**src/rtl/dp_arbiter.sv**
```systemverilog
// Arbiter/sequencer sharing the s/y datapath between three requesters: one EXEC cycle of
// strobes, then HOLD_CYCLES settle cycles. Define DP_ARB_RR_EN for round-robin, else fixed priority.
module dp_arbiter #(
  parameter int unsigned HOLD_CYCLES = 1
) (
  input  logic       clk,
  input  logic       rst,
  input  logic       en,
  input  logic [2:0] req,
  input  logic [5:0] op,
  input  logic [5:0] arg,
  output logic [2:0] ack,
  output logic [2:0] done,
  output logic       busy,
  output logic [1:0] owner,
  output logic       s_en,
  output logic       s_add,
  output logic       s_zero,
  output logic [1:0] s_step,
  output logic       y_en,
  output logic       y_store_x,
  output logic [1:0] y_select_next
);

  typedef enum logic [1:0] {StIdle, StExec, StHold} state_e;

  localparam logic [2:0] HoldLoad = 3'((HOLD_CYCLES > 0) ? HOLD_CYCLES - 1 : 0);

  state_e     state_q, state_d;
  logic [2:0] cnt_q, cnt_d;
  logic       grant, fin;
  logic [1:0] win, win_op, win_arg;

  logic       s_en_d, s_add_d, s_zero_d, y_en_d, y_store_x_d;
  logic [1:0] s_step_d, y_select_next_d;

  assign grant = (state_q == StIdle) && en && (|req);

`ifdef DP_ARB_RR_EN
  logic [1:0] rr_q;

  // Search starts one past the last winner and wraps over the three requesters.
  always_comb begin
    win = 2'd0;
    case (rr_q)
      2'd0: begin
        if (req[1])      win = 2'd1;
        else if (req[2]) win = 2'd2;
        else             win = 2'd0;
      end
      2'd1: begin
        if (req[2])      win = 2'd2;
        else if (req[0]) win = 2'd0;
        else             win = 2'd1;
      end
      default: begin
        if (req[0])      win = 2'd0;
        else if (req[1]) win = 2'd1;
        else             win = 2'd2;
      end
    endcase
  end

  always_ff @(posedge clk or posedge rst) begin
    if (rst) begin
      rr_q <= 2'd2;
    end else if (grant) begin
      rr_q <= win;
    end
  end
`else
  always_comb begin
    win = 2'd0;
    if (req[0])      win = 2'd0;
    else if (req[1]) win = 2'd1;
    else             win = 2'd2;
  end
`endif

  always_comb begin
    win_op  = op[1:0];
    win_arg = arg[1:0];
    case (win)
      2'd1:    begin win_op = op[3:2]; win_arg = arg[3:2]; end
      2'd2:    begin win_op = op[5:4]; win_arg = arg[5:4]; end
      default: begin win_op = op[1:0]; win_arg = arg[1:0]; end
    endcase
  end

  always_comb begin
    state_d = state_q;
    cnt_d   = cnt_q;
    fin     = 1'b0;
    case (state_q)
      StIdle: if (grant) state_d = StExec;
      StExec: begin
        if (HOLD_CYCLES > 0) begin
          state_d = StHold;
          cnt_d   = HoldLoad;
        end else begin
          state_d = StIdle;
          fin     = 1'b1;
        end
      end
      StHold: begin
        if (cnt_q == 3'd0) begin
          state_d = StIdle;
          fin     = 1'b1;
        end else begin
          cnt_d = cnt_q - 3'd1;
        end
      end
      default: state_d = StIdle;
    endcase
  end

  // Strobes are decoded at the grant edge so later op/arg changes cannot reach them.
  always_comb begin
    s_en_d          = 1'b0;
    s_add_d         = 1'b0;
    s_zero_d        = 1'b0;
    s_step_d        = 2'd0;
    y_en_d          = 1'b0;
    y_store_x_d     = 1'b0;
    y_select_next_d = 2'd0;
    if (grant) begin
      case (win_op)
        2'd0: begin s_en_d = 1'b1; s_add_d  = 1'b1; s_step_d = win_arg; end
        2'd1: begin s_en_d = 1'b1; s_zero_d = 1'b1; s_step_d = win_arg; end
        2'd2: begin y_en_d = 1'b1; y_store_x_d = 1'b1; end
        default: begin y_en_d = 1'b1; y_select_next_d = win_arg; end
      endcase
    end
  end

  always_ff @(posedge clk or posedge rst) begin
    if (rst) begin
      state_q       <= StIdle;
      cnt_q         <= 3'd0;
      ack           <= 3'd0;
      done          <= 3'd0;
      busy          <= 1'b0;
      owner         <= 2'd0;
      s_en          <= 1'b0;
      s_add         <= 1'b0;
      s_zero        <= 1'b0;
      s_step        <= 2'd0;
      y_en          <= 1'b0;
      y_store_x     <= 1'b0;
      y_select_next <= 2'd0;
    end else begin
      state_q       <= state_d;
      cnt_q         <= cnt_d;
      ack           <= grant ? (3'b001 << win) : 3'b000;
      done          <= fin ? (3'b001 << owner) : 3'b000;
      busy          <= (state_d != StIdle);
      if (grant) owner <= win;
      s_en          <= s_en_d;
      s_add         <= s_add_d;
      s_zero        <= s_zero_d;
      s_step        <= s_step_d;
      y_en          <= y_en_d;
      y_store_x     <= y_store_x_d;
      y_select_next <= y_select_next_d;
    end
  end

endmodule

```
**config.mk**
```make
export PLATFORM = sky130hd
export DESIGN_NAME = dp_arbiter
export DESIGN_NICKNAME = d
export VERILOG_FILES = /design/src/rtl/dp_arbiter.sv
export SDC_FILE = /design/constraint.sdc
export NUM_CORES = 1
export LEC_CHECK = 0
export CAP_MARGIN = 20
export CORE_MARGIN = 4
export CORE_UTILIZATION = 47
export CTS_CLUSTER_DIAMETER = 80
export DETAILED_ROUTE_END_ITERATION = 8
export PLACE_DENSITY_LB_ADDON = 0.15
export SLEW_MARGIN = 20
export SYNTH_ARGS = -nofsm -noshare
export SYNTH_HDL_FRONTEND = slang
export SYNTH_SLANG_ARGS = --single-unit
```
**constraint.sdc**
```tcl
create_clock -name clk -period 1.9 [get_ports clk]
set_input_delay 0.38 -clock clk [delete_from_list [all_inputs] [get_ports clk]]
set_output_delay 0.38 -clock clk [all_outputs]
set_load 0.02 [all_outputs]
```
==> impl_results.md, run 1 <==
* Worst EP required at 1520 ps
* Worst flop-to-flop path endpoint: y_select_next[1]
* Depth of the critical timing path with buffers and inverters included at 1
* Max Cap Violations at 0
* Synthesized area at 1018 µm²
* Worst path top cell family by delay: buffers and inverters
* Flop pwr share at 52.7%
* Final std cell area, no fill at 1465 µm²
* Area of the core at 2002 µm²
* Leading area contributor after synthesis: sky130_fd_sc_hd__dfrtp_1
* Number of distinct library cell variants in the gate-level netlist after synthesis at 27
* Wirelength, routed at 2.041 mm
* Ys Warns at 0
* Cells along the critical path: clkdlybuf4s50_1
* Unrepaired setup endpoints after global routing: no
* Clock Power Share at 20.1%
* Post-CTS Setup Repair Bufs at 0
* Clock tree from TritonCTS: built
* Global-route usage over all layers at between 15 and 20%
* Worst path buffer plus inverter count at 1
* Count of nets after finishing at 152
* Fmax at roughly 580 MHz
* Tightest slew margin relative to the limit at about 63%
* Mapped Avg Cell Area at between 10 and 15 µm²
* Average routed wire per standard cell at roughly 13 µm
* Time the final worst path needs with I/O delays and setup at 1718 ps
* Number of antenna-violating nets in the routed design at 0
* Length of the first detailed-routing pass in iterations at 4
* Data arrival, critical path at between 1000 and 1500 ps
* WS Path Type: flip-flop to primary output
* Number of max-slew violations in the final report at 0
* Crit path max-delay cell type: sky130_fd_sc_hd__clkdlybuf4s50_1
* Die outline area at 2976 µm²
* Synth Register Bits at 23
* Count of standard-cell rows at 16
* Peak fanout along the critical path at 5
* Portion of synthesized cell area occupied by the leading cell type at a little under three fifths
* Result of the run: finished, final reports clean
* Clock tree sinks at 23
* CTS H-Tree Depth at 1
* Final TNS setup at 0 ps
* Drt drc at 0
* Worst hold path type: primary input to async pin
* I/O Buffers at 35
* Cell count of the worst reg-to-reg path at 4
* Post-synthesis to final-layout area growth at 43.86%
* Post-placement cell area at 1439 µm²
* Antenna violations before repair at 0
* Sequential share of the synthesized area at 56.51%
* Power Density at 724.5 nW/µm²
* Hold-fix buffer count after cts at 0
* Number of buffers added by the clock tree synthesis step at 3
* Internal Power at 0.7621 mW
* Nets in the synthesized netlist at 109
* Static leakage at 0.6561 nW
* Net Switching at 0.2993 mW
* Smallest hold slack at between 400 and 500 ps
* Combinational Power Share at 27.1%
* Fraction of final layout cells sized beyond drive strength 1 at 12.21%
* Max incr delay on CP at 620 ps
* Number of top-level pins at 36
* Switching share of total power at 28.20%
* Gates resized, CTS repair at 0
* Slack of the worst reg-to-reg path at roughly 350 ps
* Die span in x at between 50 and 60 µm
* Buffer levels on the longest clock path at 2
* Pin count of the biggest net entering global routing at 24
* Root buffer cell: sky130_fd_sc_hd__clkbuf_4
* Highest ir drop seen on vdd at 0.4769 mV
* Top cells by area in the synthesized netlist: sky130_fd_sc_hd__dfrtp_1 (57%), sky130_fd_sc_hd__mux2i_1 (3.9%), sky130_fd_sc_hd__nor3_1 (3.9%)
* Clock latency at the later pin of the worst-skew pair at 300 ps
* Worst setup skew after layout at 5.484 ps
* Final clock period utilization by the worst path at 90.42%
* First-pass GRT wire length at 3.325 mm
* Detailed-route via count at a little over 800
* Final hold viol count at 0
* Initial DRC count at 10
* Number of diodes added for antenna fixing at 0
* Number of vias per cell after detailed routing at 5.158
* Initial Utilization at 50.88%
* GRT Residual Overflow at 0
* Clock-pin slew on the worst setup and hold paths at 120 ps
* R2R Path Start: state_q[1]
* Final weighted congestion in routability-driven placement at 0.7128
* Die outline height at about 55 µm
* Slew at the pin closest to its max-slew limit at 552.7 ps
* DP Wirelength at 1.619 mm
* Cells after synthesis at 89
* Element type at the critical path end: primary output
* Kind of start point of the critical path: flip-flop
* Number of setup violations in the final report at 0
* Vias in the first global route at 803
[tightest hold or removal path, cell delays in order]
cell,delay [ps]
sky130_fd_sc_hd__clkdlybuf4s50_1,400
sky130_fd_sc_hd__inv_1,50
sky130_fd_sc_hd__buf_4,280
[cells by family (layout without fill, tap and decap cells)]
| kind of cell | count (synthesis) | after routing | synth area share [%] |
|---|---|---|---|
| AND/OR/NAND/NOR | 28 | 28 | 16.09 |
| flip-flops | 23 | 23 | 56.51 |
| AO/OA/AOI/OAI | 17 | 17 | 11.92 |
| buffers and inverters | 12 | 54 | 5.774 |
| multiplexers | 7 | 7 | 7.248 |
| adder cells (fa/ha/maj) | 2 | 2 | 2.457 |
[cells in the mapped netlist, drive strengths merged]
cell,instances
nor4,2
nor2b,4
ha,2
nor3b,2
o21ai,5
mux2i,4
o22ai,3
nor4bb,1
mux2,3
a22oi,1
o31ai,1
a2bb2oi,1
o211ai,2
nor3,8
nor2,4
a21oi,2
nand2b,1
nand3,2
and2,1
buf,4
o21a,2
nand2,3
dfrtp,23
inv,8
[cell type report]
class / instances / area, µm²
multi-input cells: 54 / 384.1
fillers: 147 / 536.8
well taps: 27 / 33.78
repair buffers: 42 / 415.4
clock buffers: 4 / 26.28
flip-flops and latches: 23 / 575.6
inverters: 8 / 30.03
[flip-flops by register name, indices dropped and copies added, names as in the netlist, 2 cells and up]
name and count:
ack 3, cnt_q 3, done 3, owner 2
s_step 2, state_q 2, y_select_next 2
[how the worst max path moves through the flow]
stage | startpoint | to | slack, ps
detailed placement | req[1] | s_add | -50
global route | owner[1] | owner[1] | 130
global placement | req[1] | s_step[0] | 50
CTS | owner[1] | owner[1] | 170
floorplan | req[1] | owner[1] | 610
finish | owner[1] | owner[1] | 180
[cells in the final DEF, fill, tap and decap left out, types with 4 or more instances in the layout]
master,instances
sky130_fd_sc_hd__nor3_1,8
sky130_fd_sc_hd__dfrtp_1,23
sky130_fd_sc_hd__inv_1,8
sky130_fd_sc_hd__nor2b_1,4
sky130_fd_sc_hd__o21ai_0,5
sky130_fd_sc_hd__mux2i_1,4
sky130_fd_sc_hd__clkdlybuf4s50_1,35
sky130_fd_sc_hd__buf_4,6
sky130_fd_sc_hd__nor2_1,4
[power groups by stage]
stage,registers (mW),clock network [mW],logic (mW)
finish,0.559,0.214,0.288
detailed placement,0.570,0,0.290
global placement,0.567,0,0.286
CTS,0.560,0.219,0.291
floorplan,0.605,0,0.110
global route,0.565,0.237,0.310
[layer usage]
metal  share of wire [%]  GRT usage [%]
met2                  52          28.88
met5                   0              0
met1                  41          17.45
met3                 5.5          1.907
met4                 1.3          7.469
[metrics by stage]
step	total power [mW]	util [%]	instances	setup WS, ps
CTS	1.071	73.19	158	167.7
finish	1.061	73.19	158	182.1
detailed placement	0.8603	71.88	154	-49.82
floorplan	0.7144	-	89	612.4
global route	1.112	73.19	158	128.7
global placement	0.8538	71.88	154	49.17
Power figures use the tool's default switching activity.
==> run 2: changes to the inputs <==
- GPL_ROUTABILITY_DRIVEN: default -> 0
==> results of run 2 <==
No change in the layout: final DEF, timing and power equal those of run 1.
==> run 3: changes to the inputs <==
- CORE_MARGIN: 4 -> default
==> impl_results.md, run 3 (synthesis gave the netlist of run 1 again) <==
* Result of the run: finished, final reports clean
* Area of the core at 2002 µm²
* Time the final worst path needs with I/O delays and setup at between 1500 and 2000 ps
* Final hold viol count at 0
* Hold-fix buffer count after cts at 0
* Count of standard-cell rows at 16
* Max Cap Violations at 0
* Post-placement cell area at ~1400 µm²
* Number of fillers in the final layout at 150
* Number of buffers added by the clock tree synthesis step at 3
* Instance count after placement with tap cells included at approximately 150
* First-pass GRT wire length at 3.422 mm
* Fmax at 576.0 MHz
* Final Total Pwr at 1.077 mW
* Vias in the first global route at just under 800
* Static leakage at 0.6561 nW
* Slew at the pin closest to its max-slew limit at 541.5 ps
* Unrepaired setup endpoints after global routing: no
* Top library cells by usage in the layout, fill and taps aside: sky130_fd_sc_hd__clkdlybuf4s50_1 (35), sky130_fd_sc_hd__dfrtp_1 (23), sky130_fd_sc_hd__inv_1 (8), sky130_fd_sc_hd__nor3_1 (8), sky130_fd_sc_hd__buf_4 (6)
* Wirelength, routed at 2.107 mm
* Drt drc at 0
* Die span in x at ~49 µm
* Worst hold path type: primary input to async pin
* Max incr delay on CP at 630 ps
* Final clock period utilization by the worst path at 91.38%
* Number of max-slew violations in the final report at 0
* Clock latency at the later pin of the worst-skew pair at 310 ps
* Depth of the critical timing path with buffers and inverters included at 1
* Data arrival, critical path at roughly 1400 ps
* Buffer levels on the longest clock path at 2
* Cells along the critical path: clkdlybuf4s50_1
* Post-Layout Cell Count at 158
* Fraction of final layout cells sized beyond drive strength 1 at about 12%
* Number of antenna-violating nets in the routed design at 0
* Number of diodes added for antenna fixing at 0
* Crit path max-delay cell type: sky130_fd_sc_hd__clkdlybuf4s50_1
* Clock-pin slew on the worst setup and hold paths at approximately 120 ps
* Cell count of the worst reg-to-reg path at 5
* Power Density at 734.9 nW/µm²
* Clock tree sinks at 23
* Highest ir drop seen on vdd at 0.5258 mV
* Initial Utilization at between 50 and 60%
* Final std cell area, no fill at 1465 µm²
* Length of the first detailed-routing pass in iterations at 3
* Clock tree from TritonCTS: built
* Global-route usage over all layers at around a fifth
* Number of top-level pins at 36
* Peak fanout along the critical path at 5
* Tightest slew margin relative to the limit at 63.52%
* Worst path buffer plus inverter count at 1
* Root buffer cell: sky130_fd_sc_hd__clkbuf_4
* Post-synthesis to final-layout area growth at 43.86%
* I/O Buffers at 35
* Gates resized, CTS repair at 0
* Die outline height at 48.55 µm
* Worst setup skew after layout at 4.163 ps
* Most common cell after layout, fill and taps aside: sky130_fd_sc_hd__clkdlybuf4s50_1
* Worst EP required at 1520 ps
* WS Path Type: flip-flop to primary output
* Pin count of the biggest net entering global routing at 24
* Count of nets after finishing at around 150
* GRT Residual Overflow at 0
* Number of vias per cell after detailed routing at around 5.1
* Detailed-route via count at 800
* Worst path top cell family by delay: buffers and inverters
* DP Wirelength at 1.665 mm
* Post-CTS Setup Repair Bufs at 0
* Number of setup violations in the final report at 0
* Element type at the critical path end: primary output
* End-of-flow core utilization at about 73%
* CTS H-Tree Depth at 1
* Regs by FF count: ack x3, cnt_q x3, done x3
* Kind of start point of the critical path: flip-flop
* Initial DRC count at 3
* Average routed wire per standard cell at 13.34 µm
* Die outline area at 2357 µm²
* Antenna violations before repair at 0
* Final TNS setup at 0 ps
run 3: path summary, 6_finish.rpt:
path / from / end / slack, ps
setup / recovery: owner[1] / owner[1] / 160
hold / removal: rst / s_step[0] / 390
setup reg to reg: state_q[1] / s_zero / 370
hold reg to reg: owner[0] / done[2] / 490
max in group asynchronous: rst / ack[2] / 1280
min in group clk: owner[0] / done[2] / 490
run 3: report_power, final:
part,switching [mW],internal (mW),leakage (nW),total (mW)
Sequential,0.0323,0.527,0.310,0.560
Clock,0.144,0.0821,0.0150,0.226
Combinational,0.138,0.153,0.331,0.291
Total,0.314,0.763,0.656,1.08
run 3: per-layer routing:
layer | part of all wire, % | wire, µm | global-route usage [%]
met5 | 0 | 0 | 0
met4 | 1.3 | 27 | 7.353
met3 | 3.3 | 70 | 4.088
met2 | 55 | 1161 | 36.15
met1 | 40 | 848 | 21.53
run 3: per-stage QoR:
stage / setup WS [ps] / hold slack [ps]
floorplan: 612.4 / 381.9
global placement: 39.79 / 469.6
detailed placement: -18.26 / 481.8
CTS: 160.1 / 396.3
global route: 106.8 / 414.6
finish: 163.8 / 394.4
run 3: tightest hold or removal path: cells and delay by family:
kind / cells / cell delay (ps)
buf+inv: 3 / 730
run 3: final cells by class:
class                   instances  area (µm²)  share of cell area, %
clock buffers                   4       26.28                  1.793
flip-flops and latches         23       575.6                  39.28
well taps                      27       33.78                  2.306
repair buffers                 42       415.4                  28.35
inverters                       8       30.03                  2.050
multi-input cells              54       384.1                  26.22
